==> src/rtl/mixpix_array_ctrl.sv <==
// mixpix_array_ctrl: Wishbone sequencer for an array of MixPix pixels.
// Starts enabled channels in ascending order and collects their results.
module mixpix_array_ctrl #(
   parameter int NUM_PIX     = 4,
   parameter int DATA_W      = 16,
   parameter int CLK_W       = 10,
   parameter int BASE_NIBBLE = 3
) (
   input  logic                      clk,
   input  logic                      rst,
   input  logic                      wbs_cyc_i,
   input  logic                      wbs_stb_i,
   input  logic                      wbs_we_i,
   input  logic [3:0]                wbs_sel_i,
   input  logic [31:0]               wbs_adr_i,
   input  logic [31:0]               wbs_dat_i,
   output logic                      wbs_ack_o,
   output logic [31:0]               wbs_dat_o,
   output logic [NUM_PIX-1:0]        pxl_start_o,
   output logic [CLK_W-1:0]          loc_max_clk_o,
   output logic [CLK_W-1:0]          adj_max_clk_o,
   input  logic [NUM_PIX-1:0]        pxl_done_i,
   input  logic [NUM_PIX*DATA_W-1:0] pxl_data_i,
   output logic                      irq_o
);

   localparam logic [7:0] A_CTRL = 8'h00;
   localparam logic [7:0] A_STAT = 8'h04;
   localparam logic [7:0] A_MASK = 8'h08;
   localparam logic [7:0] A_LOC  = 8'h0C;
   localparam logic [7:0] A_ADJ  = 8'h10;
   localparam logic [7:0] A_TMO  = 8'h14;
   localparam logic [7:0] A_ERR  = 8'h18;
   localparam logic [7:0] A_FCNT = 8'h1C;

   typedef enum logic [1:0] {IDLE, START_CH, WAIT} state_t;

   state_t              state, state_n;
   logic [3:0]          ch, ch_n;
   logic [15:0]         cnt, cnt_n;
   logic                cont, irq_en, done;
   logic [NUM_PIX-1:0]  mask, sh_mask, err, err_set, err_clr;
   logic [CLK_W-1:0]    loc, adj;
   logic [15:0]         tmo, frame_cnt;
   logic [DATA_W-1:0]   result [NUM_PIX];
   logic                acc, wr, start_w, abort_w, done_clr;
   logic                latch, frame_end, cap, cur_done, ev;
   logic [4:0]          nxt, low;
   logic [7:0]          adr;
   logic [31:0]         rdata;
   logic                unused;

   assign adr     = wbs_adr_i[7:0];
   assign acc     = wbs_cyc_i & wbs_stb_i & ~wbs_ack_o &
                    (wbs_adr_i[31:28] == 4'(BASE_NIBBLE));
   assign wr      = acc & wbs_we_i & wbs_sel_i[0];
   assign start_w = wr && adr == A_CTRL && wbs_dat_i[0];
   assign abort_w = wr && adr == A_CTRL && wbs_dat_i[3];
   assign done_clr = wr && adr == A_STAT && wbs_dat_i[1];
   assign err_clr = (wr && adr == A_ERR) ? wbs_dat_i[NUM_PIX-1:0] : '0;
   assign irq_o   = done & irq_en;
   assign unused  = ^{wbs_sel_i[3:1], wbs_adr_i[27:8], wbs_dat_i};

   // Lowest set bit of m, optionally restricted to indices above 'above'.
   function automatic logic [4:0] pick(input logic [NUM_PIX-1:0] m,
                                       input logic [3:0] above,
                                       input logic from_lsb);
      logic [4:0] r;
      r = '0;
      for (int i = NUM_PIX - 1; i >= 0; i--)
         if (m[i] && (from_lsb || 4'(i) > above))
            r = {1'b1, 4'(i)};
      return r;
   endfunction

   assign low = pick(mask, 4'd0, 1'b1);
   assign nxt = pick(sh_mask, ch, 1'b0);

   always_comb begin
      cur_done = 1'b0;
      for (int i = 0; i < NUM_PIX; i++)
         if (ch == 4'(i)) cur_done = pxl_done_i[i];
   end

   always_comb begin
      pxl_start_o = '0;
      if (state == START_CH)
         for (int i = 0; i < NUM_PIX; i++)
            if (ch == 4'(i)) pxl_start_o[i] = 1'b1;
   end

   always_ff @(posedge clk) begin
      if (rst) begin
         state <= IDLE;
         ch    <= '0;
         cnt   <= '0;
      end else begin
         state <= state_n;
         ch    <= ch_n;
         cnt   <= cnt_n;
      end
   end

   always_comb begin
      state_n   = state;
      ch_n      = ch;
      cnt_n     = cnt;
      latch     = 1'b0;
      frame_end = 1'b0;
      cap       = 1'b0;
      ev        = 1'b0;
      err_set   = '0;
      if (abort_w) begin
         state_n = IDLE;
      end else begin
         unique case (state)
            IDLE: begin
               if (start_w) begin
                  latch = 1'b1;
                  if (low[4]) begin
                     state_n = START_CH;
                     ch_n    = low[3:0];
                  end else begin
                     frame_end = 1'b1;
                  end
               end
            end
            START_CH: begin
               cnt_n   = '0;
               state_n = WAIT;
            end
            WAIT: begin
               cnt_n = cnt + 16'd1;
               if (cur_done) begin
                  cap = 1'b1;
                  ev  = 1'b1;
               end else if (tmo != 16'd0 &&
                            ({1'b0, cnt} + 17'd1) == {1'b0, tmo}) begin
                  ev = 1'b1;
                  for (int i = 0; i < NUM_PIX; i++)
                     if (ch == 4'(i)) err_set[i] = 1'b1;
               end
               if (ev) begin
                  if (nxt[4]) begin
                     state_n = START_CH;
                     ch_n    = nxt[3:0];
                  end else begin
                     frame_end = 1'b1;
                     state_n   = IDLE;
                     if (cont) begin
                        latch = 1'b1;
                        if (low[4]) begin
                           state_n = START_CH;
                           ch_n    = low[3:0];
                        end
                     end
                  end
               end
            end
            default: state_n = IDLE;
         endcase
      end
   end

   always_ff @(posedge clk) begin
      if (rst) begin
         cont          <= 1'b0;
         irq_en        <= 1'b0;
         done          <= 1'b0;
         mask          <= '0;
         sh_mask       <= '0;
         loc           <= '0;
         adj           <= '0;
         tmo           <= '0;
         err           <= '0;
         frame_cnt     <= '0;
         loc_max_clk_o <= '0;
         adj_max_clk_o <= '0;
         for (int i = 0; i < NUM_PIX; i++) result[i] <= '0;
      end else begin
         if (wr) begin
            case (adr)
               A_CTRL: begin
                  cont   <= wbs_dat_i[1];
                  irq_en <= wbs_dat_i[2];
               end
               A_MASK: mask <= wbs_dat_i[NUM_PIX-1:0];
               A_LOC:  loc  <= wbs_dat_i[CLK_W-1:0];
               A_ADJ:  adj  <= wbs_dat_i[CLK_W-1:0];
               A_TMO:  tmo  <= wbs_dat_i[15:0];
               default: ;
            endcase
         end
         // Hardware set beats a same-cycle W1C.
         done <= (done & ~done_clr) | frame_end;
         err  <= (err & ~err_clr) | err_set;
         if (frame_end) frame_cnt <= frame_cnt + 16'd1;
         if (latch) begin
            sh_mask       <= mask;
            loc_max_clk_o <= loc;
            adj_max_clk_o <= adj;
         end
         for (int i = 0; i < NUM_PIX; i++)
            if (cap && ch == 4'(i))
               result[i] <= pxl_data_i[i*DATA_W +: DATA_W];
      end
   end

   always_comb begin
      rdata = '0;
      case (adr)
         A_CTRL: rdata = {29'd0, irq_en, cont, 1'b0};
         A_STAT: rdata = {20'd0, ch, 6'd0, done, state != IDLE};
         A_MASK: rdata = 32'(mask);
         A_LOC:  rdata = 32'(loc);
         A_ADJ:  rdata = 32'(adj);
         A_TMO:  rdata = {16'd0, tmo};
         A_ERR:  rdata = 32'(err);
         A_FCNT: rdata = {16'd0, frame_cnt};
         default: begin
            if (adr[7:6] == 2'b01 && adr[1:0] == 2'b00)
               for (int i = 0; i < NUM_PIX; i++)
                  if (adr[5:2] == 4'(i)) rdata = 32'(result[i]);
         end
      endcase
   end

   always_ff @(posedge clk) begin
      if (rst) begin
         wbs_ack_o <= 1'b0;
         wbs_dat_o <= '0;
      end else begin
         wbs_ack_o <= acc;
         wbs_dat_o <= (acc && !wbs_we_i) ? rdata : 32'd0;
      end
   end

endmodule

==> config.mk <==
export PLATFORM = sky130hd
export DESIGN_NAME = mixpix_array_ctrl
export DESIGN_NICKNAME = d
export VERILOG_FILES = /design/src/rtl/mixpix_array_ctrl.sv
export SDC_FILE = /design/constraint.sdc
export NUM_CORES = 1
export LEC_CHECK = 0
export CORE_MARGIN = 2
export CORE_UTILIZATION = 55
export CTS_CLUSTER_DIAMETER = 80
export DETAILED_ROUTE_END_ITERATION = 10
export PLACE_DENSITY = 0.95
export SYNTH_ARGS = -nofsm -noshare
export SYNTH_HDL_FRONTEND = slang
export SYNTH_SLANG_ARGS = --single-unit
==> constraint.sdc <==
create_clock -name clk -period 9.05 [get_ports clk]
set_input_delay 2.2625 -clock clk [delete_from_list [all_inputs] [get_ports clk]]
set_output_delay 2.2625 -clock clk [all_outputs]
set_load 0.01 [all_outputs]
Word-level counts from Yosys, hierarchy flattened
Memories as Yosys holds them, arrays and structs flattened.
Cells that the tools add are included.
{ "word_totals": {"ff_bits": 142, "latchBits": 0, "mem_bits_rw": 64, "rom_bits": 0, "in_bits": 141, "output_inout_bits": 58, "mem_count": 1} }
{ "op_classes": {"addsub": 3, "multipliers": 0, "div_mod_pow": 0, "magnitude_cmp": 4, "n_eq_ne": 22, "shifts": 0, "n_mux": 79, "n_bitwise": 19, "n_reduce_logical": 37} }
{ "memory_table": {"columns": ["memory", "depth", "width", "rd", "rd_clocked_by_memory_dff", "write_ports", "line", "source"], "rows": [
  ["result", 4, 16, 4, 0, 4, "45", "logic [DATA_W-1:0] result [NUM_PIX];"]
]} }
{ "op_table": {"columns": ["op", "count"], "rows": [
  ["$pmux 32 s8", 1],
  ["$mux 32", 4],
  ["$mux 16", 5],
  ["$mux 4", 11],
  ["$mux 1", 42],
  ["$mux 5", 8],
  ["$add 16x1->16 const B", 2],
  ["$eq 8x5->1 const B", 4],
  ["$pmux 16 s2", 1],
  ["$eq 4x2->1 const B", 5],
  ["$add 16x1->17 const B", 1],
  ["$eq 17x16->1", 1],
  ["$logic_and 1x1->1", 17],
  ["$eq 8x4->1 const B", 2],
  ["$reduce_bool 16->1", 1],
  ["$reduce_and 2->1", 6],
  ["$eq 4x1->1 const B", 2],
  ["$eq 8x3->1 const B", 1],
  ["$gt 1x4->1 const A", 2],
  ["$gt 2x4->1 const A", 2],
  ["$logic_not 4->1", 2],
  ["$logic_not 8->1", 1],
  ["$pmux 4 s2", 1],
  ["$and 1x1->1", 7],
  ["other kinds (18)", 35]
]} }

Logic depth before layout (Yosys ltp)
Gate-level depths: netlist of run 1.
{ "depth": {"word_depth": 13, "mapped_depth": 12} }

Worst setup path before layout of run 1
OpenSTA, ideal clock, no wires.
{ "synth_timing": {"path_type": "input -> register", "start": "input wbs_adr_i[31]", "end": "register frame_cnt[15]", "setup_ps": 123, "arrival_ps": 4675, "required_time_ps": 8927, "path_slack_ps": 4251, "stages": 10, "cell_sequence": "or2_1 > or3_1 > or2_4 > nor3_4 > nand2_1 > o32a_1 > and2_1 > buf_6 > nor4b_4 > mux2_1"} }
{ "synth_via": {"elab_chain_len": 9, "word_cells_on_any_way": 10} }
{ "synth_rtl": {"columns": ["item", "line", "source"], "rows": [
  ["start: declaration", "15", "input logic [31:0] wbs_adr_i,"],
  ["$eq 4x2->1 *", "55", "(wbs_adr_i[31:28] == 4'(BASE_NIBBLE));"],
  ["$and 1x1->1 *", "54", "assign acc = wbs_cyc_i & wbs_stb_i & ~wbs_ack_o &"],
  ["$and 1x1->1 * (2 in series)", "56", "assign wr = acc & wbs_we_i & wbs_sel_i[0];"],
  ["$logic_and 1x1->1 *", "57, 58", null],
  ["$logic_and 1x1->1", "57", "assign start_w = wr && adr == A_CTRL && wbs_dat_i[0];"],
  ["$mux 1", "118", "if (start_w) begin"],
  ["$pmux 1 s2", "116", "unique case (state)"],
  ["$mux 1 *", "113", "if (abort_w) begin"],
  ["end signal: assignment", "197", "if (frame_end) frame_cnt <= frame_cnt + 16'd1;"],
  ["end: declaration", "44", "logic [15:0] tmo, frame_cnt;"]
]} }
Mark *: on every way between the ends. The rest lies on a longest branch, timed or not.
A chain may end at the register's enable or synchronous reset.

Worst setup path in the final report of run 1
{ "layout_timing": {"start": "input wbs_adr_i[2]", "end": "register loc[3]"} }
{ "layout_via": {"elab_chain_len": 2} }
{ "layout_rtl": {"columns": ["item", "line", "source"], "rows": [
  ["$eq 8x4->1", "182", "case (adr)"],
  ["$reduce_and 2->1 (no line)", null, null],
  ["end signal: assignment", "188", "A_LOC: loc <= wbs_dat_i[CLK_W-1:0];"],
  ["end: declaration", "43", "logic [CLK_W-1:0] loc, adj;"]
]} }
Every way passes these cells.

==> results of run 1 <==
-- registers in the layout, indices dropped and copies added (netlist names), 4 cells and up --
register       count
mask               4
adj               10
loc               10
cnt               16
err                4
result            64
frame_cnt         16
adj_max_clk_o     10
wbs_dat_o         16
tmo               16
ch                 4
loc_max_clk_o     10
-- critical path, delay by kind of cell --
| kind | cells | cell delay (ns) |
|---|---|---|
| simple gates | 4 | 2.17 |
| compound gates | 1 | 0.38 |
| buf+inv | 2 | 1.33 |
-- cell families after synthesis --
group           count (synthesis)  share of synthesized area (%)
xor+xnor                       31                           2.97
flops                         189                           48.4
fa+ha+maj                       7                          0.958
other cells                     1                         0.0410
mux                            55                           6.56
simple gates                  404                           22.5
buf+inv                        86                           4.46
compound gates                201                           14.1
-- report_power, final --
| group | leakage (nW) | switching (mW) | internal (mW) |
|---|---|---|---|
| clock | 0.281 | 0.351 | 0.391 |
| sequential | 1.61 | 0.00463 | 0.889 |
| combinational | 1.94 | 0.0481 | 0.0490 |
-- area by class of cell --
| class | instances | share of cell area (%) |
|---|---|---|
| Sequential cell | 189 | 39.5 |
| Timing Repair Buffer | 153 | 13.4 |
| Inverter | 12 | 0.402 |
| Clock inverter | 14 | 1.34 |
| Clock buffer | 18 | 3.83 |
| Multi-Input combinational cell | 714 | 39.1 |
| Tap cell | 220 | 2.46 |
-- cell usage in the layout (no fill, tap or decap), types with 12 or more instances in the layout --
| cell type | Yosys | final |
|---|---|---|
| clkbuf_16 | 0 | 17 |
| inv_1 | 12 | 12 |
| nor2_1 | 111 | 111 |
| nand2_1 | 89 | 89 |
| dfxtp_1 | 125 | 125 |
| xnor2_1 | 24 | 24 |
| o21ai_0 | 22 | 22 |
| o22ai_1 | 16 | 16 |
| mux2i_1 | 43 | 43 |
| a211oi_1 | 26 | 26 |
| conb_1 | 1 | 16 |
| and2_1 | 71 | 71 |
| clkdlybuf4s50_1 | 0 | 141 |
| nor2b_1 | 18 | 18 |
| nor3_1 | 21 | 20 |
| a21oi_1 | 83 | 83 |
| and3_1 | 12 | 12 |
| nand3_1 | 19 | 19 |
| edfxtp_1 | 64 | 64 |
-- worst paths after layout --
| path | from | end | slack, ns | cells past startpoint |
|---|---|---|---|---|
| worst max register to register | cnt[0] | frame_cnt[15] | 5.00 | 10 |
| worst max-delay path | wbs_adr_i[2] | loc[3] | 3.18 | 7 |
| worst min register to register | adj[2] | adj[2] | 0.48 | 2 |
| worst min-delay path | adj[2] | adj[2] | 0.48 | 2 |
-- metal layers --
| metal | up-vias | wire length (um) |
|---|---|---|
| met5 | - | 0 |
| met4 | 0 | 1140 |
| met3 | 88 | 2650 |
| met2 | 519 | 12600 |
| met1 | 3770 | 9800 |
| li1 | 3664 | - |
-- cell usage after synthesis, types with 19 or more instances --
| library cell | number | area (um^2) |
|---|---|---|
| nand3_1 | 19 | 95.1 |
| nor3_1 | 21 | 105 |
| edfxtp_1 | 64 | 1920 |
| buf_4 | 19 | 143 |
| nand2_1 | 89 | 334 |
| o21ai_0 | 22 | 110 |
| a211oi_1 | 26 | 195 |
| xnor2_1 | 24 | 210 |
| and2_1 | 71 | 444 |
| dfxtp_1 | 125 | 2500 |
| mux2i_1 | 43 | 430 |
| clkbuf_1 | 45 | 169 |
| nor2_1 | 111 | 417 |
| a21oi_1 | 83 | 415 |
==> metrics.cfg, run 1 <==
[sta]
fin_skew_ns = 0.00965
timing.final.crit_period_ns = 5.87
rsz0062_at_grt = false
finalWorstSetupSlack_ns = 3.18
max_freq_ghz = 0.170
finalSetupViolCount = 0
slew_viol_final = 0
slew_headroom_pct = 24.7
hold_violations = 0
period_share_pct = 64.8
tns_ns = 0
whs_ns = 0.484
tightest_slew_ns = 1.12

[place]
dpl_cell_area_um2 = 10600
gp_congestion = 0.977
place_inst = 1288
place_ws_ns = 2.92
dp_hpwl_um = 18700
numPortBuffers = 143

[critical_path]
cpMaxStageDelayCell = clkdlybuf4s50_1
crit_type = in -> reg
crit_required_ns = 9.33
max_stage_delay_ns = 0.94
crit_path_start_kind = input pin
cp-end-kind = flip-flop
cp_max_fo = 19
critPathArrivalTime_ns = 6.14
cpMostUsedCell = nor2_1
crit_chain = clkdlybuf4s50_1 -> buf_4 -> nand3_1 -> nor2_1 -> nand2_1 -> a21oi_1 -> nor2_1

[drt]
first_iter_violations = 1076
drc = 0
wirelength_um = 26200
antenna_left = 0
vias = 8041
vias_per_cell = 6.09
firstDrtPassIters = 6
wire_per_inst_um = 19.9

[floorplanning]
dieArea_um2 = 17700
rows = 47
core_um2 = 16400
start_util_pct = 55.7
io_pins = 199
die_h_um = 133
dieWidth_um = 133

[power_and_ir_drop]
p_leak_nw = 3.84
p_total_mw = 1.73
vdd_drop_max_mv = 0.139
powerDensity_nw_per_um2 = 155

[status]
status = finished, final reports clean

[global_routing]
grt_util_met2_pct = 49.5
grt_overflow = 0
grt_antenna_before_repair = 0
grtUsageMet1_pct = 36.8
grt_use_total_pct = 29.7
first_global_vias = 7623
grt_max_degree = 91
met3_usage_pct = 7.28
busiest_layer = met2
grt_pass1_wl_um = 40800

[cells_and_area]
multi_input_area_um2 = 4380
stdcell_count = 1320
drive_gt1_share_pct = 6.09
final_core_util_pct = 68.3
fill_cells = 1178
seq_area_um2 = 4420
fin_area_um2 = 11200
antenna_cells = 0
finalNetCount = 1235
area_delta_synth_final_pct = 22.5

[clock_network]
clk_latency_ns = 0.44
post_cts_buffers = 0
cts-htree-levels = 4
cts-buffers-inserted = 17
path_clk_slew_ns = 0.07
cts-hold-fix-buffers = 0
cts_root_buf = clkbuf_16
cts_sinks = 189
cts_resized = 0
cts_tree = done
cts_buffer_depth = 2

[logic_synthesis]
synth_edf_count = 64
synthArstFlopShare_pct = 0
synth_seq_cells = 189
netlist_area_um2 = 9140
syn_avg_cell_area_um2 = 9.38
synthCells = 974
ys.flop_type = dfxtp_1
synth_warnings = 0
ys_types = 65
yosysSeqAreaShare_pct = 48.4

[job]
max_cap_violations = 0

[min_path]
worstHoldPathType = reg -> reg

Power figures use the tool's default switching activity.
==> run 2, diff against run 1 <==
--- a/config.mk
+++ b/config.mk
@@ -6,10 +6,10 @@
 export NUM_CORES = 1
 export LEC_CHECK = 0
 export CORE_MARGIN = 2
-export CORE_UTILIZATION = 55
+export CORE_UTILIZATION = 46
 export CTS_CLUSTER_DIAMETER = 80
 export DETAILED_ROUTE_END_ITERATION = 10
-export PLACE_DENSITY = 0.95
+export PLACE_DENSITY = 0.86
 export SYNTH_ARGS = -nofsm -noshare
 export SYNTH_HDL_FRONTEND = slang
 export SYNTH_SLANG_ARGS = --single-unit
==> constraint.sdc (replaced) <==
create_clock -name clk -period 5.1 [get_ports clk]
set_input_delay 1.275 -clock clk [delete_from_list [all_inputs] [get_ports clk]]
set_output_delay 1.275 -clock clk [all_outputs]
set_load 0.01 [all_outputs]
==> run 2 against run 1 <==
Against the previous run: routed wire length decreased by 2.0%; sequential share of layout area decreased by 0.37 points; flip-flop and latch count did not move; worst setup slack got worse by 2.5 ns; via count fell by 0.57%; sequential power grew 78%; design area grew 0.94%; critical path depth is 2 higher; die area grew 19%; total power rose by 77%; first-iteration DRC count fell by 9.1%; critical path type unchanged; highest routed layer unchanged.
==> metrics.cfg, run 2 (synthesized netlist as in run 1, its figures left out) <==
[global_routing]
grtUsageMet1_pct = 29.9  ; was 36.8%
grt_pass1_wl_um = 40200  ; was 40800 um
grt_use_total_pct = 24.1  ; was 29.7%
met3_usage_pct = 5.22  ; was 7.28%
first_global_vias = 7520  ; was 7623
grt_overflow = 0  ; unchanged
grt_util_met2_pct = 40.2  ; was 49.5%
grt_antenna_before_repair = 0  ; unchanged
grt_max_degree = 83  ; was 91
busiest_layer = met2  ; unchanged

[sta]
period_share_pct = 85.8
slew_headroom_pct = 34.5  ; was 24.7%
finalWorstSetupSlack_ns = 0.725  ; was 3.18 ns
tns_ns = 0  ; unchanged
max_freq_ghz = 0.229
hold_violations = 0  ; unchanged
slew_viol_final = 0  ; unchanged
rsz0062_at_grt = false  ; unchanged
finalSetupViolCount = 0  ; unchanged
timing.final.crit_period_ns = 4.38
tightest_slew_ns = 0.979  ; was 1.12 ns
fin_skew_ns = 0.0114  ; was 0.00965 ns

[floorplanning]
die_h_um = 145  ; was 133 um
io_pins = 199  ; unchanged
dieWidth_um = 145  ; was 133 um
core_um2 = 19500  ; was 16400 um^2
dieArea_um2 = 21000  ; was 17700 um^2
rows = 51  ; was 47
start_util_pct = 47.0  ; was 55.7%

[clock_network]
cts-htree-levels = 4  ; unchanged
cts_root_buf = clkbuf_16  ; unchanged
cts_resized = 0  ; unchanged
cts-hold-fix-buffers = 0  ; unchanged
path_clk_slew_ns = 0.07  ; about the same
post_cts_buffers = 0  ; unchanged
cts_sinks = 189  ; unchanged
clk_latency_ns = 0.44  ; about the same
cts_tree = done  ; unchanged
cts_buffer_depth = 2  ; unchanged
cts-buffers-inserted = 17  ; unchanged

[critical_path]
crit_path_start_kind = input pin  ; unchanged
crit_type = in -> reg  ; unchanged
cp_max_fo = 11  ; was 19
critPathArrivalTime_ns = 4.69  ; was 6.14 ns
crit_required_ns = 5.42  ; was 9.33 ns
cp-end-kind = flip-flop  ; unchanged

[drt]
firstDrtPassIters = 5  ; was 6
vias_per_cell = 5.82  ; was 6.09
drc = 0  ; unchanged
wire_per_inst_um = 18.7  ; was 19.9 um
wirelength_um = 25700  ; was 26200 um
first_iter_violations = 978  ; was 1076
vias = 7995  ; was 8041
antenna_left = 0  ; unchanged

[place]
place_ws_ns = 0.363  ; was 2.92 ns
gp_congestion = 1.00  ; was 0.977
dpl_cell_area_um2 = 10700  ; was 10600 um^2
dp_hpwl_um = 18700  ; about the same
numPortBuffers = 143  ; unchanged

[cells_and_area]
largest-register = result  ; unchanged
finalNetCount = 1243  ; was 1235
final_cell_mix = clkdlybuf4s50_1, dfxtp_1, nor2_1, nand2_1, a21oi_1  ; unchanged
final_core_util_pct = 58.1  ; was 68.3%
largest_register_ffs = 64  ; unchanged
layout_commonest_cell = clkdlybuf4s50_1  ; unchanged
drive_gt1_share_pct = 6.77  ; was 6.09%
fin_area_um2 = 11300  ; was 11200 um^2
fill_cells = 1586  ; was 1178
antenna_cells = 0  ; unchanged
area_delta_synth_final_pct = 23.7  ; was 22.5%

[power_and_ir_drop]
p_leak_nw = 3.88  ; was 3.84 nW
vdd_drop_max_mv = 0.248  ; was 0.139 mV
powerDensity_nw_per_um2 = 271  ; was 155 nW/um^2
p_total_mw = 3.07  ; was 1.73 mW

[status]
status = finished, final reports clean  ; unchanged

[job]
max_cap_violations = 0  ; unchanged

[min_path]
worstHoldPathType = reg -> reg  ; unchanged

run 2: per-layer routing:
layer / routed length [um] / share of wire (%)
met5: 0 / 0
met4: 986 / 3.8
met3: 2390 / 9.3
met2: 12400 / 48
met1: 9910 / 39
run 2: metrics by stage:
step | cells | hold WS [ns]
2_1_floorplan | 989 | 0.442
4_1_cts | 1373 | 0.472
6_report | 1373 | 0.472
3_3_place_gp | 1341 | 0.457
3_5_place_dp | 1341 | 0.463
5_1_grt | 1373 | 0.506
run 2: path summary, 6_finish.rpt:
kind	start	end	slack, ns	depth (start not counted)
max	wbs_adr_i[6]	frame_cnt[15]	0.72	9
min	err[1]	err[1]	0.47	2
max reg2reg	cnt[0]	frame_cnt[15]	1.00	10
min reg2reg	err[1]	err[1]	0.47	2
run 2: area by class of cell:
cell class | count | area, um^2 | share of cell area, %
Timing Repair Buffer | 161 | 1560 | 13.8
Clock buffer | 17 | 425 | 3.76
Multi-Input combinational cell | 714 | 4370 | 38.7
Sequential cell | 189 | 4420 | 39.1
Inverter | 12 | 45.0 | 0.398
Tap cell | 265 | 332 | 2.93
Clock inverter | 15 | 149 | 1.32
run 2: report_power, final:
part	leakage, nW	switching, mW	total (mW)	internal, mW
Sequential	1.61	0.00768	1.59	1.58
Clock	0.279	0.619	1.31	0.689
Combinational	1.98	0.0852	0.174	0.0883
run 2: worst max-delay path, stage by stage:
cell	delay, ns
clkdlybuf4s50_1	0.47
nor4_1	0.72
nand2_1	0.24
nor3_4	0.32
nand2_1	0.14
o32a_1	0.47
and2_1	0.38
nor4b_4	0.32
mux2_1	0.34
